==> src/rtl/layer_sequencer.sv <==
// Sequences one dense layer: streams each neuron's weights and bias from memory,
// runs the neuron MAC under a watchdog and stores the (optionally rectified) results.
module layer_sequencer #(
   parameter int unsigned INPUT_SIZE  = 16,
   parameter int unsigned NUM_NEURONS = 10,
   parameter int unsigned ADDR_W      = 12,
   parameter int unsigned RELU        = 0,
   parameter int unsigned TIMEOUT     = 64
) (
   input  logic                                 clk,
   input  logic                                 rstN,
   input  logic                                 layer_start,
   output logic                                 layer_busy,
   output logic                                 layer_done,
   output logic                                 layer_err,
   output logic                                 w_rd,
   output logic [ADDR_W-1:0]                    w_addr,
   input  logic signed [15:0]                   w_data,
   output logic                                 n_start,
   output logic [INPUT_SIZE-1:0][15:0]          n_weights,
   output logic signed [15:0]                   n_bias,
   input  logic                                 n_done,
   input  logic signed [15:0]                   n_result,
   output logic [NUM_NEURONS-1:0][15:0]         out_vec
);

   localparam int unsigned IW = $clog2(INPUT_SIZE + 1);
   localparam int unsigned KW = (NUM_NEURONS > 1) ? $clog2(NUM_NEURONS) : 1;
   localparam int unsigned WW = (TIMEOUT > 1) ? $clog2(TIMEOUT) : 1;

   typedef enum logic [2:0] {
      StIdle, StLoad, StDrain, StStart, StWait, StCapture, StNext
   } state_e;

   state_e          state_q;
   logic [KW-1:0]   k_q;
   logic [IW-1:0]   i_q;
   logic [WW-1:0]   wd_q;
   logic            rd_q;
   logic [IW-1:0]   ridx_q;
   logic [15:0]     capture_val;

   always_comb begin
      capture_val = n_result;
      if (RELU != 0 && n_result < 0) capture_val = '0;
   end

   always_ff @(posedge clk or negedge rstN) begin
      if (!rstN) begin
         state_q    <= StIdle;
         k_q        <= '0;
         i_q        <= '0;
         wd_q       <= '0;
         rd_q       <= 1'b0;
         ridx_q     <= '0;
         layer_busy <= 1'b0;
         layer_done <= 1'b0;
         layer_err  <= 1'b0;
         w_rd       <= 1'b0;
         w_addr     <= '0;
         n_start    <= 1'b0;
         n_weights  <= '0;
         n_bias     <= '0;
         out_vec    <= '0;
      end else begin
         layer_done <= 1'b0;
         // Read data returns one cycle after the strobe; track which word it is.
         rd_q       <= w_rd;
         ridx_q     <= i_q;
         if (rd_q) begin
            if (ridx_q == IW'(INPUT_SIZE)) begin
               n_bias <= w_data;
            end else begin
               for (int j = 0; j < int'(INPUT_SIZE); j++) begin
                  if (ridx_q == IW'(j)) n_weights[j] <= w_data;
               end
            end
         end

         case (state_q)
            StIdle: begin
               if (layer_start) begin
                  k_q        <= '0;
                  i_q        <= '0;
                  layer_err  <= 1'b0;
                  layer_busy <= 1'b1;
                  w_rd       <= 1'b1;
                  w_addr     <= '0;
                  state_q    <= StLoad;
               end
            end
            StLoad: begin
               if (i_q == IW'(INPUT_SIZE)) begin
                  w_rd    <= 1'b0;
                  state_q <= StDrain;
               end else begin
                  i_q    <= i_q + 1'b1;
                  w_addr <= w_addr + 1'b1;
               end
            end
            StDrain: begin
               n_start <= 1'b1;
               state_q <= StStart;
            end
            StStart: begin
               n_start <= 1'b0;
               wd_q    <= '0;
               state_q <= StWait;
            end
            StWait: begin
               if (n_done) begin
                  state_q <= StCapture;
               end else if (wd_q == WW'(TIMEOUT - 1)) begin
                  layer_err  <= 1'b1;
                  layer_busy <= 1'b0;
                  state_q    <= StIdle;
               end else begin
                  wd_q <= wd_q + 1'b1;
               end
            end
            StCapture: begin
               for (int j = 0; j < int'(NUM_NEURONS); j++) begin
                  if (k_q == KW'(j)) out_vec[j] <= capture_val;
               end
               state_q <= StNext;
            end
            StNext: begin
               if (k_q == KW'(NUM_NEURONS - 1)) begin
                  layer_done <= 1'b1;
                  layer_busy <= 1'b0;
                  state_q    <= StIdle;
               end else begin
                  // Layout is contiguous, so the next neuron's base follows the last bias.
                  k_q     <= k_q + 1'b1;
                  i_q     <= '0;
                  w_addr  <= w_addr + 1'b1;
                  w_rd    <= 1'b1;
                  state_q <= StLoad;
               end
            end
            default: state_q <= StIdle;
         endcase
      end
   end

endmodule

==> config.mk <==
export PLATFORM = sky130hd
export DESIGN_NAME = layer_sequencer
export DESIGN_NICKNAME = d
export VERILOG_FILES = /design/src/rtl/layer_sequencer.sv
export SDC_FILE = /design/constraint.sdc
export NUM_CORES = 1
export LEC_CHECK = 0
export BUFFER_PORTS_ARGS = -buffer_cell sky130_fd_sc_hd__buf_2
export CAP_MARGIN = 20
export CORE_ASPECT_RATIO = 0.7
export CORE_MARGIN = 2
export CORE_UTILIZATION = 48
export DETAILED_ROUTE_END_ITERATION = 8
export GPL_TIMING_DRIVEN = 0
export PLACE_DENSITY = 0.77
export SLEW_MARGIN = 20
export SYNTH_ARGS = -nofsm -noshare
export SYNTH_HDL_FRONTEND = slang
export SYNTH_SLANG_ARGS = --single-unit
==> constraint.sdc <==
create_clock -name clk -period 1.85 [get_ports clk]
set_input_delay 0.37 -clock clk [delete_from_list [all_inputs] [get_ports clk]]
set_output_delay 0.37 -clock clk [all_outputs]
set_load 0.005 [all_outputs]
==> flow_summary.yaml <==
global_routing:
  gr-total-overflow: 0
  grt_pass1_vias: 12900
  grt_pass1_wl_um: 80500
  grt_max_degree: 98
  track_usage: 0.265
  antenna_found_initial: 0
placed_design:
  portBuffers: 468
  dp.cells: 2167
  dp.final_hpwl_um: 37500
  gp_congestion: 0.867
drt:
  drtPass1Iterations: 5
  vias_per_cell: 5.53
  ant_nets: 0
  drt_iter0_drc: 870
  num_vias: 12700
  routed_wl_um: 55000
  drc: 0
  wl_per_cell_um: 23.9
cells_and_area:
  drive_gt1_frac: 0.635
  antenna_cells: 0
  area_growth_pct: 32.4
  fillerInstances: 2777
  final_common_cell: "dfrtp_1"
  mostFrequentLayoutCells: "471 x dfrtp_1, 470 x buf_2, 385 x mux2_2, 55 x buf_4"
  layout.cells.non_filler: 2301
  fin_nets: 1818
sta:
  min_period_over_period: 1.05
  hold_viol: 0
  period_needed_ns: 1.94
  setup_viol: 21
  worst-slew-pin-transition_ns: 0.716
  whs_ns: 0.132
  rsz0062_at_grt: "yes"
  slew-limit-headroom: 0.523
  setup_slack_ns: -0.0933
  slew_viol_final: 0
  fmax_ghz: 0.515
  skew_ns: 0.0231
critical_path:
  critPathMaxStageDelay_ns: 0.43
  worstSetupEndpointType: "flip-flop"
  cp.arrival_ns: 2.38
  crit_buf_inv: 2
  critPathTopFamily: "simple AND/OR/NAND/NOR gates"
  critPathSlowestCell: "or3b_4"
  cp.required_ns: 2.29
  path_max_fanout: 8
  worstSetupPathType: "reg -> reg"
  cp_cell_sequence: "buf_6, or3b_4, or2_4, buf_12, a21oi_4, a31oi_1"
  startpoint_type: "flip-flop"
yosys:
  syn_inst: 1198
  syn_avg_cell_area_sq_um: 15.4
  synth_nets: 1242
  ys_seq_area_frac: 0.641
  ys_seq_elements: 473
  synth_edf_count: 0
  ys_warn_count: 0
  synthArstFlopShare: 1.00
  yosys.cell_types.count: 58
  netlist_area_sq_um: 18500
  synthFlopType: "dfrtp_1"
cts:
  cts_buffers: 45
  cts-htree-levels: 2
  cts_root_buf: "clkbuf_16"
  path_clk_slew_ns: 0.06
  cts_tree: "built"
  cts_buffer_depth: 3
  clock_latency_ns: 0.58
  clock-sinks: 473
power_and_ir_drop:
  p_per_area_nw_per_um2: 1510
  power.leakage_nw: 11.6
  max-vdd-ir-drop_v: 0.00101
flow_run:
  maxCapViolations: 0
worst_hold_path:
  hold_class: "in -> reg"
outcome:
  status: "finished with violations"
  violations: "setup timing"
floorplanning:
  rows: 60
  ios: 485
  fp.dieW_um: 238
  fp.dieH_um: 168
  floorplan.initialDensity: 0.484
  die_area_sq_um: 40100
  core_sq_um: 38100
[report_power, final]
part	switching (mW)	leakage, nW	internal (mW)
Clock	4.15	0.786	5.75
Combinational	5.62	5.10	6.15
Sequential	1.74	5.70	13.4
[area by class of cell]
cell class              count  area (sq um)  area share
flip-flops and latches    473         11800       0.484
multi-input cells         636          6720       0.275
repair buffers            537          3140       0.128
clock buffers              56          1270      0.0518
well taps                 496           621      0.0254
plain buffers              71           510      0.0209
clock inverters            22           328      0.0134
inverters                  10          37.5     0.00153
[layer usage]
metal,GRT usage,vias to the layer above,share of wire
met5,0,-,0
met1,0.352,6704,0.42
met2,0.431,466,0.48
met3,0.0612,125,0.067
met4,0.0940,0,0.035
li1,-,5422,-
[logic make-up (layout without fill, tap and decap cells)]
logic type      Yosys count  count (layout)  synth area share
compound gates           62              62            0.0235
flops                   473             473             0.641
xor+xnor                  4               4           0.00190
buf+inv                  89             696            0.0226
fa+ha+maj                 8               8           0.00542
simple gates            124             124            0.0389
mux                     438             438             0.267
[synth_stat cells, drive strengths merged, types with 5 or more instances]
cell type,n,area share
buf,54,0.015
o21ai,17,0.0046
dfrtp,473,0.64
nor2,19,0.0047
mux2i,5,0.0027
mux2,433,0.26
nand2,34,0.0069
a221oi,5,0.0024
nand2b,6,0.0020
a21oi,8,0.0024
nand4,8,0.0034
nor3,9,0.0030
nor3b,6,0.0030
nor2b,8,0.0027
inv,10,0.0020
ha,8,0.0054
nand3,16,0.0043
a22o,5,0.0024
clkbuf,25,0.0051
[path summary, 6_finish.rpt]
kind / from / end / slack, ns / cells past startpoint
min: layer_start / layer_busy / 0.13 / 3
max in group asynchronous: rstN / k_q[0] / 0.26 / 5
min reg2reg: i_q[1] / ridx_q[1] / 0.43 / 0
max reg2reg: state_q[2] / w_addr[10] / -0.09 / 6
min in group asynchronous: rstN / n_weights[251] / 0.36 / 3
max: state_q[2] / w_addr[10] / -0.09 / 6
[tightest hold or removal path, stage by stage]
cell and delay (ns):
buf_2 0.13, nand2_1 0.09, a21oi_1 0.08
[through the flow]
| step | instance area (sq um) | util | total power [mW] | TNS, ns | setup slack, ns |
|---|---|---|---|---|---|
| 4_1_cts | 24000 | 0.630 | 36.4 | -2.41 | -0.126 |
| 3_3_place_gp | 21500 | 0.563 | 25.2 | -4177.80 | -8.73 |
| 2_1_floorplan | 18500 | - | 20.5 | -0.247 | -0.0232 |
| 5_1_grt | 24500 | 0.641 | 38.5 | -3.50 | -0.126 |
| 3_5_place_dp | 21600 | 0.567 | 25.7 | -99.14 | -0.733 |
| 6_report | 24500 | 0.641 | 36.8 | -0.557 | -0.0933 |
[state kept, by name, summed over array words and instances (netlist names)]
signal	flops
layer_busy	1
n_start	1
out_vec	160
state_q	3
w_rd	1
i_q	5
ridx_q	5
rd_q	1
wd_q	6
k_q	4
layer_done	1
layer_err	1
n_weights	256
w_addr	12
n_bias	16
[timing repair]
action / 4_1_cts / 5_1_grt
hold endpoints to repair: 49 / 0
hold buffers: 2 / 0
cloned: 5 / 4
pin swaps: 28 / 12
setup endpoints to repair: 349 / 374
buffers inserted: 37 / 19
resized for setup: 117 / 87
Power figures use the tool's default switching activity.
